[src/rtl/button_conditioner.sv]
// Two-channel button front end: 2-flop sync -> debounce FSM -> registered press pulse; press latency DEBOUNCE_CYCLES+2 edges.
// BTN_AUTO_REPEAT_EN adds hold-to-repeat pulses on the "next" channel only; no backpressure, pulses are fire-and-forget.
module button_conditioner #(
  parameter int DEBOUNCE_CYCLES = 500000,
  parameter int CNT_WIDTH       = 19,
  parameter int REPEAT_DELAY    = 25000000,
  parameter int REPEAT_PERIOD   = 10000000,
  parameter int RPT_WIDTH       = 25
) (
  input  logic clk,
  input  logic async_nreset,
  input  logic btn_next_raw,
  input  logic btn_mode_raw,
  output logic next_led_re,
  output logic change_mode_re,
  output logic btn_next_db,
  output logic btn_mode_db
);

`ifdef BTN_AUTO_REPEAT_EN
  localparam bit NEXT_REPEAT = 1'b1;
`else
  localparam bit NEXT_REPEAT = 1'b0;
`endif

  typedef enum logic [1:0] {
    IDLE         = 2'd0,
    PRESS_WAIT   = 2'd1,
    PRESSED      = 2'd2,
    RELEASE_WAIT = 2'd3
  } state_t;

  localparam logic [CNT_WIDTH-1:0] CNT_LAST  = CNT_WIDTH'(DEBOUNCE_CYCLES - 1);
  localparam logic [RPT_WIDTH-1:0] RPT_FIRST = RPT_WIDTH'(REPEAT_DELAY - 1);
  localparam logic [RPT_WIDTH-1:0] RPT_NEXT  = RPT_WIDTH'(REPEAT_PERIOD - 1);

  logic [1:0] raw;
  logic [1:0] pulse;
  logic [1:0] level;

  assign raw            = {btn_mode_raw, btn_next_raw};
  assign next_led_re    = pulse[0];
  assign change_mode_re = pulse[1];
  assign btn_next_db    = level[0];
  assign btn_mode_db    = level[1];

  // Channel 0 is "next", channel 1 is "mode"; only "next" may repeat.
  for (genvar i = 0; i < 2; i++) begin : g_ch
    localparam bit RPT_EN = (i == 0) && NEXT_REPEAT;

    logic                 sync1;
    logic                 s;
    state_t               state_q, state_d;
    logic [CNT_WIDTH-1:0] cnt_q, cnt_d;
    logic                 level_q, level_d;
    logic                 press;
    logic                 pulse_q;
    logic [RPT_WIDTH-1:0] rpt_q, rpt_d;
    logic                 rpt_armed_q, rpt_armed_d;
    logic                 rpt_fire;

    always_ff @(posedge clk or negedge async_nreset) begin
      if (!async_nreset) begin
        sync1 <= 1'b0;
        s     <= 1'b0;
      end else begin
        sync1 <= raw[i];
        s     <= sync1;
      end
    end

    always_comb begin
      state_d = state_q;
      cnt_d   = cnt_q;
      level_d = level_q;
      press   = 1'b0;
      case (state_q)
        IDLE: begin
          if (s) begin
            state_d = PRESS_WAIT;
            cnt_d   = '0;
          end
        end
        PRESS_WAIT: begin
          if (!s) begin
            state_d = IDLE;
            cnt_d   = '0;
          end else if (cnt_q == CNT_LAST) begin
            state_d = PRESSED;
            cnt_d   = '0;
            press   = 1'b1;
            level_d = 1'b1;
          end else begin
            cnt_d = cnt_q + 1'b1;
          end
        end
        PRESSED: begin
          if (!s) begin
            state_d = RELEASE_WAIT;
            cnt_d   = '0;
          end
        end
        RELEASE_WAIT: begin
          if (s) begin
            state_d = PRESSED;
            cnt_d   = '0;
          end else if (cnt_q == CNT_LAST) begin
            state_d = IDLE;
            cnt_d   = '0;
            level_d = 1'b0;
          end else begin
            cnt_d = cnt_q + 1'b1;
          end
        end
        default: begin
          state_d = IDLE;
          cnt_d   = '0;
        end
      endcase
    end

    // Repeat timer runs only while held; a bounce into RELEASE_WAIT freezes it rather than restarting.
    always_comb begin
      rpt_d       = rpt_q;
      rpt_armed_d = rpt_armed_q;
      rpt_fire    = 1'b0;
      if (!RPT_EN || state_q == IDLE || state_q == PRESS_WAIT) begin
        rpt_d       = '0;
        rpt_armed_d = 1'b0;
      end else if (state_q == PRESSED) begin
        if (rpt_q == (rpt_armed_q ? RPT_NEXT : RPT_FIRST)) begin
          rpt_fire    = 1'b1;
          rpt_d       = '0;
          rpt_armed_d = 1'b1;
        end else begin
          rpt_d = rpt_q + 1'b1;
        end
      end
    end

    always_ff @(posedge clk or negedge async_nreset) begin
      if (!async_nreset) begin
        state_q     <= IDLE;
        cnt_q       <= '0;
        level_q     <= 1'b0;
        pulse_q     <= 1'b0;
        rpt_q       <= '0;
        rpt_armed_q <= 1'b0;
      end else begin
        state_q     <= state_d;
        cnt_q       <= cnt_d;
        level_q     <= level_d;
        pulse_q     <= press | rpt_fire;
        rpt_q       <= rpt_d;
        rpt_armed_q <= rpt_armed_d;
      end
    end

    assign pulse[i] = pulse_q;
    assign level[i] = level_q;
  end

endmodule

[config.mk]
export PLATFORM = sky130hd
export DESIGN_NAME = button_conditioner
export DESIGN_NICKNAME = d
export VERILOG_FILES = /design/src/rtl/button_conditioner.sv
export SDC_FILE = /design/constraint.sdc
export NUM_CORES = 1
export LEC_CHECK = 0
export CAP_MARGIN = 15
export CORE_ASPECT_RATIO = 0.6
export CORE_MARGIN = 2
export CORE_UTILIZATION = 50
export DETAILED_ROUTE_END_ITERATION = 12
export GPL_TIMING_DRIVEN = 0
export HOLD_SLACK_MARGIN = 0.02
export PLACE_DENSITY_LB_ADDON = 0.15
export SETUP_SLACK_MARGIN = 0.02
export SLEW_MARGIN = 20
export SYNTH_ARGS = -nofsm -noshare
export SYNTH_HDL_FRONTEND = slang
export SYNTH_SLANG_ARGS = --single-unit
[constraint.sdc]
create_clock -name clk -period 2.3 [get_ports clk]
set_input_delay 0.23 -clock clk [delete_from_list [all_inputs] [get_ports clk]]
set_output_delay 0.23 -clock clk [all_outputs]
set_load 0.1 [all_outputs]
==> summary.txt <==
Global routing
  • Initial antenna violation count: 0
  • GRT busiest layer: met1
  • GR Layer Usage met3: 4.835%
  • Vias in the first global route: 1850
  • Pin count of the biggest net entering global routing: 51
  • Tot GR Track Use: 21.86%
  • Grt met1 use: 38.19%
  • First-pass GRT wire length: 9.370 mm
  • Gr ovfl total: 0
  • Met2 usage: 25.69%

Timing
  • Final setup violation count: 0
  • F_max: 0.4594 GHz
  • Final number of max-transition violations: 0
  • Slew HR: 34.11%
  • Setup slack after layout: 0.1230 ns
  • Final min period: 2.177 ns
  • Crit share post-route: 94.65%
  • Layout Skew: 0.01260 ns
  • WHS: 0.3541 ns
  • Worst Tran Pin Value: 0.9852 ns
  • Fin. Hold Viols: 0
  • RSZ-0062 raised after global routing: true

Flow run
  • Max_cap viols: 0

Floorplanning
  • Core box area: 5005 um^2
  • Ports: 8
  • Die X: 96.44 um
  • Die Area: 5735 um^2
  • Number of core rows: 20
  • Die Y: 59.47 um
  • Starting Density: 51.23%

Logic synthesis
  • Synth Flop Type: dfrtp_1
  • Syn Area/Cell: 9.289 um^2
  • Asr flop ratio synth: 100.0%
  • Synthesized Nets: 282
  • Post-Synthesis Cells: 276
  • Area share of fa/ha/maj cells after synthesis: 0.9761%
  • Largest area contributor in the netlist: dfrtp_1
  • Area contributors post-synth: dfrtp_1, nand3_1, a21oi_1
  • Synth top area share: 48.80%
  • XOR/XNOR Fraction of Synth Area: 1.708%
  • #FFs+latches synth: 50
  • Post-synth EDFFs: 0
  • Post-Synth Simple-Gate Area: 25.13%
  • Synth Area in Compound Gates: 15.71%
  • Post-synthesis mux area share: 3.953%
  • Seq/Total Area, Yosys: 48.80%
  • Post-Syn Area: 2564 um^2
  • Largest family of logic cells by synthesized area: simple AND/OR/NAND/NOR gates
  • Yosys cell types: 42
  • Synth Warn #: 0

Cells and area
  • Layout cells sized above 1: 7.850%
  • Final Non-Filler Cells: 359
  • Commonest non-fill, non-tap cell in the layout: dfrtp_1
  • Antenna diode count: 0
  • Most frequent cells in the layout: dfrtp_1, nand2_1, nand3_1, a21oi_1, o21ai_0
  • P&R area growth vs syn: 12.93%
  • NumNets Final: 298

Detailed routing
  • Routed vias/inst: 5.939
  • Wirelength, routed: 5.605 mm
  • Post-route ant nets: 0
  • Pre-Repair DR Iteration Count: 5
  • Residual DRC count: 0
  • Initial DRC Count: 199
  • DR WL/cell: 15.61 um
  • Vias: 2132

Setup path
  • Start point of the critical path: g_ch[0].cnt_q[6]
  • Type of destination of the critical path: flop
  • Crit. path cell count: 6
  • Reg2Reg Setup Slack: 0.12 ns
  • Top delay family on crit path: simple AND/OR/NAND/NOR gates
  • Crit Path Class: reg2reg
  • Slowest CP cell: or4_1
  • Max FO, Critical Path: 9
  • Crit-path max cell delay: 0.59 ns
  • CP required: 2.50 ns
  • RR Endpoint: g_ch[0].cnt_q[9]
  • Arrival @ worst endpoint: 2.37 ns
  • Critical R2R Launch: g_ch[0].cnt_q[6]
  • Critical-path cell list: or4_1 > nor4_4 > buf_4 > a21o_1 > o22a_1 > a21oi_1
  • Bufs and invs on worst path: 1
  • Cells on worst reg2reg path: 6
  • Startpoint Class: flop
  • CP endpoint: g_ch[0].cnt_q[9]

Power
  • Pwr Density: 756.6 nW/um^2
  • VDD IR max: 0.0003118 V
  • Leakage power of the design: 1.214 nW
  • Total power: 2.191 mW

Placed design
  • PortBufs: 7
  • GPL Wtd Cong: 0.8599
  • Post-Place Cells: 349
  • Post-DP HPWL: 3.842 mm
  • Pre-CTS WS: 0.02302 ns

Min path
  • Path type of the worst min-delay path: reg2reg

Status
  • Status: finished, final reports clean

Clock network
  • CTS max path bufs: 2
  • CTS clk-pin slew, worst paths: 0.10 ns
  • Clk Latency, worst-skew pair: 0.31 ns
  • CTS tree: done
  • CTS root buffer: clkbuf_8
  • Htree depth: 2
  • CTS Buf Count: 5
  • Clk sinks: 50
routing by layer:
metal / share of wire (%) / vias up / wire, um
met1: 55 / 1011 / 3108
met2: 36 / 75 / 2038
met3: 7.3 / 5 / 409
met5: 0 / - / 0
li1: - / 1041 / -
met4: 0.86 / 0 / 48
sequential cells by signal (all words and copies together), names as in the netlist, named ones only:
name            flops
g_ch.cnt_q         38
change_mode_re      1
g_ch.sync1          2
g_ch.state_q        2
btn_next_db         1
next_led_re         1
btn_mode_db         1
g_ch.s              2
Yosys cell counts (2+ instances only):
cell type and instances:
dfrtp_1 50, nand2_1 29, nand3_1 28, a21oi_1 25, o21ai_0 19, inv_1 13, nand4_1 11, nor2_1 11
or3_1 11, mux2i_1 9, a21o_1 8, nor3_1 7, and3_1 5, clkbuf_1 5, xor2_1 5, a31oi_1 3
and2_1 3, or4_1 3, a22o_1 2, buf_6 2, ha_1 2, nor3b_1 2, nor4_1 2, o21ai_1 2
or2_2 2
through the flow:
stage          setup TNS (ns)  instance area (um^2)  util [%]
3_5_place_dp                0                  2714     54.23
4_1_cts                     0                  2863     57.20
2_1_floorplan               0                  2564         -
5_1_grt                     0                  2895     57.85
6_report                    0                  2895     57.85
3_3_place_gp           -26.99                  2716     54.28
power breakdown:
part	switching [mW]	total (mW)	internal, mW	leakage [nW]
Clock	0.313	0.749	0.436	0.0683
Combinational	0.289	0.439	0.150	0.463
Sequential	0.0706	1.00	0.931	0.682
what timing repair did:
action / CTS / global route
resized for setup: 1 / 4
hold endpoints to repair: 50 / 0
pin swaps: 0 / 1
setup endpoints to repair: 2 / 20
hold buffers: 1 / 0
setup buffers: 0 / 1
logic make-up after synthesis:
logic type               Yosys count
buffers and inverters             21
flip-flops                        50
XOR/XNOR                           5
AO/OA/AOI/OAI                     68
AND/OR/NAND/NOR                  120
adder cells (fa/ha/maj)            2
multiplexers                      10
worst reg2reg max path, delay by kind of cell (launching register included):
kind	cells	cell delay, ns
buffers and inverters	1	0.19
flip-flops	1	0.44
AND/OR/NAND/NOR	2	0.87
AO/OA/AOI/OAI	3	0.57
how the worst min path moves through the flow:
| stage | startpoint | endpoint | slack (ns) | cells after the start |
|---|---|---|---|---|
| final | g_ch[1].sync1 | g_ch[1].s | 0.35 | 0 |
| after global routing | btn_next_raw | g_ch[0].sync1 | 0.35 | 1 |
| after CTS | btn_next_raw | g_ch[0].sync1 | 0.35 | 1 |
| after detailed placement | async_nreset | g_ch[1].cnt_q[17] | 0.30 | 1 |
| after global placement | g_ch[1].sync1 | g_ch[1].s | 0.33 | 0 |
| after floorplan | async_nreset | async pin | -0.07 | 0 |
cell type report:
cell class,count,area (um^2)
timing repair buffer,9,85.08
fill,442,2110
clock buffer,5,68.82
clock inverter,3,68.82
tap,66,82.58
buffer,8,47.55
sequential,50,1251
inverter,13,48.80
multi-input combinational,205,1242
Note: power is estimated with default switching activity, not from simulation.
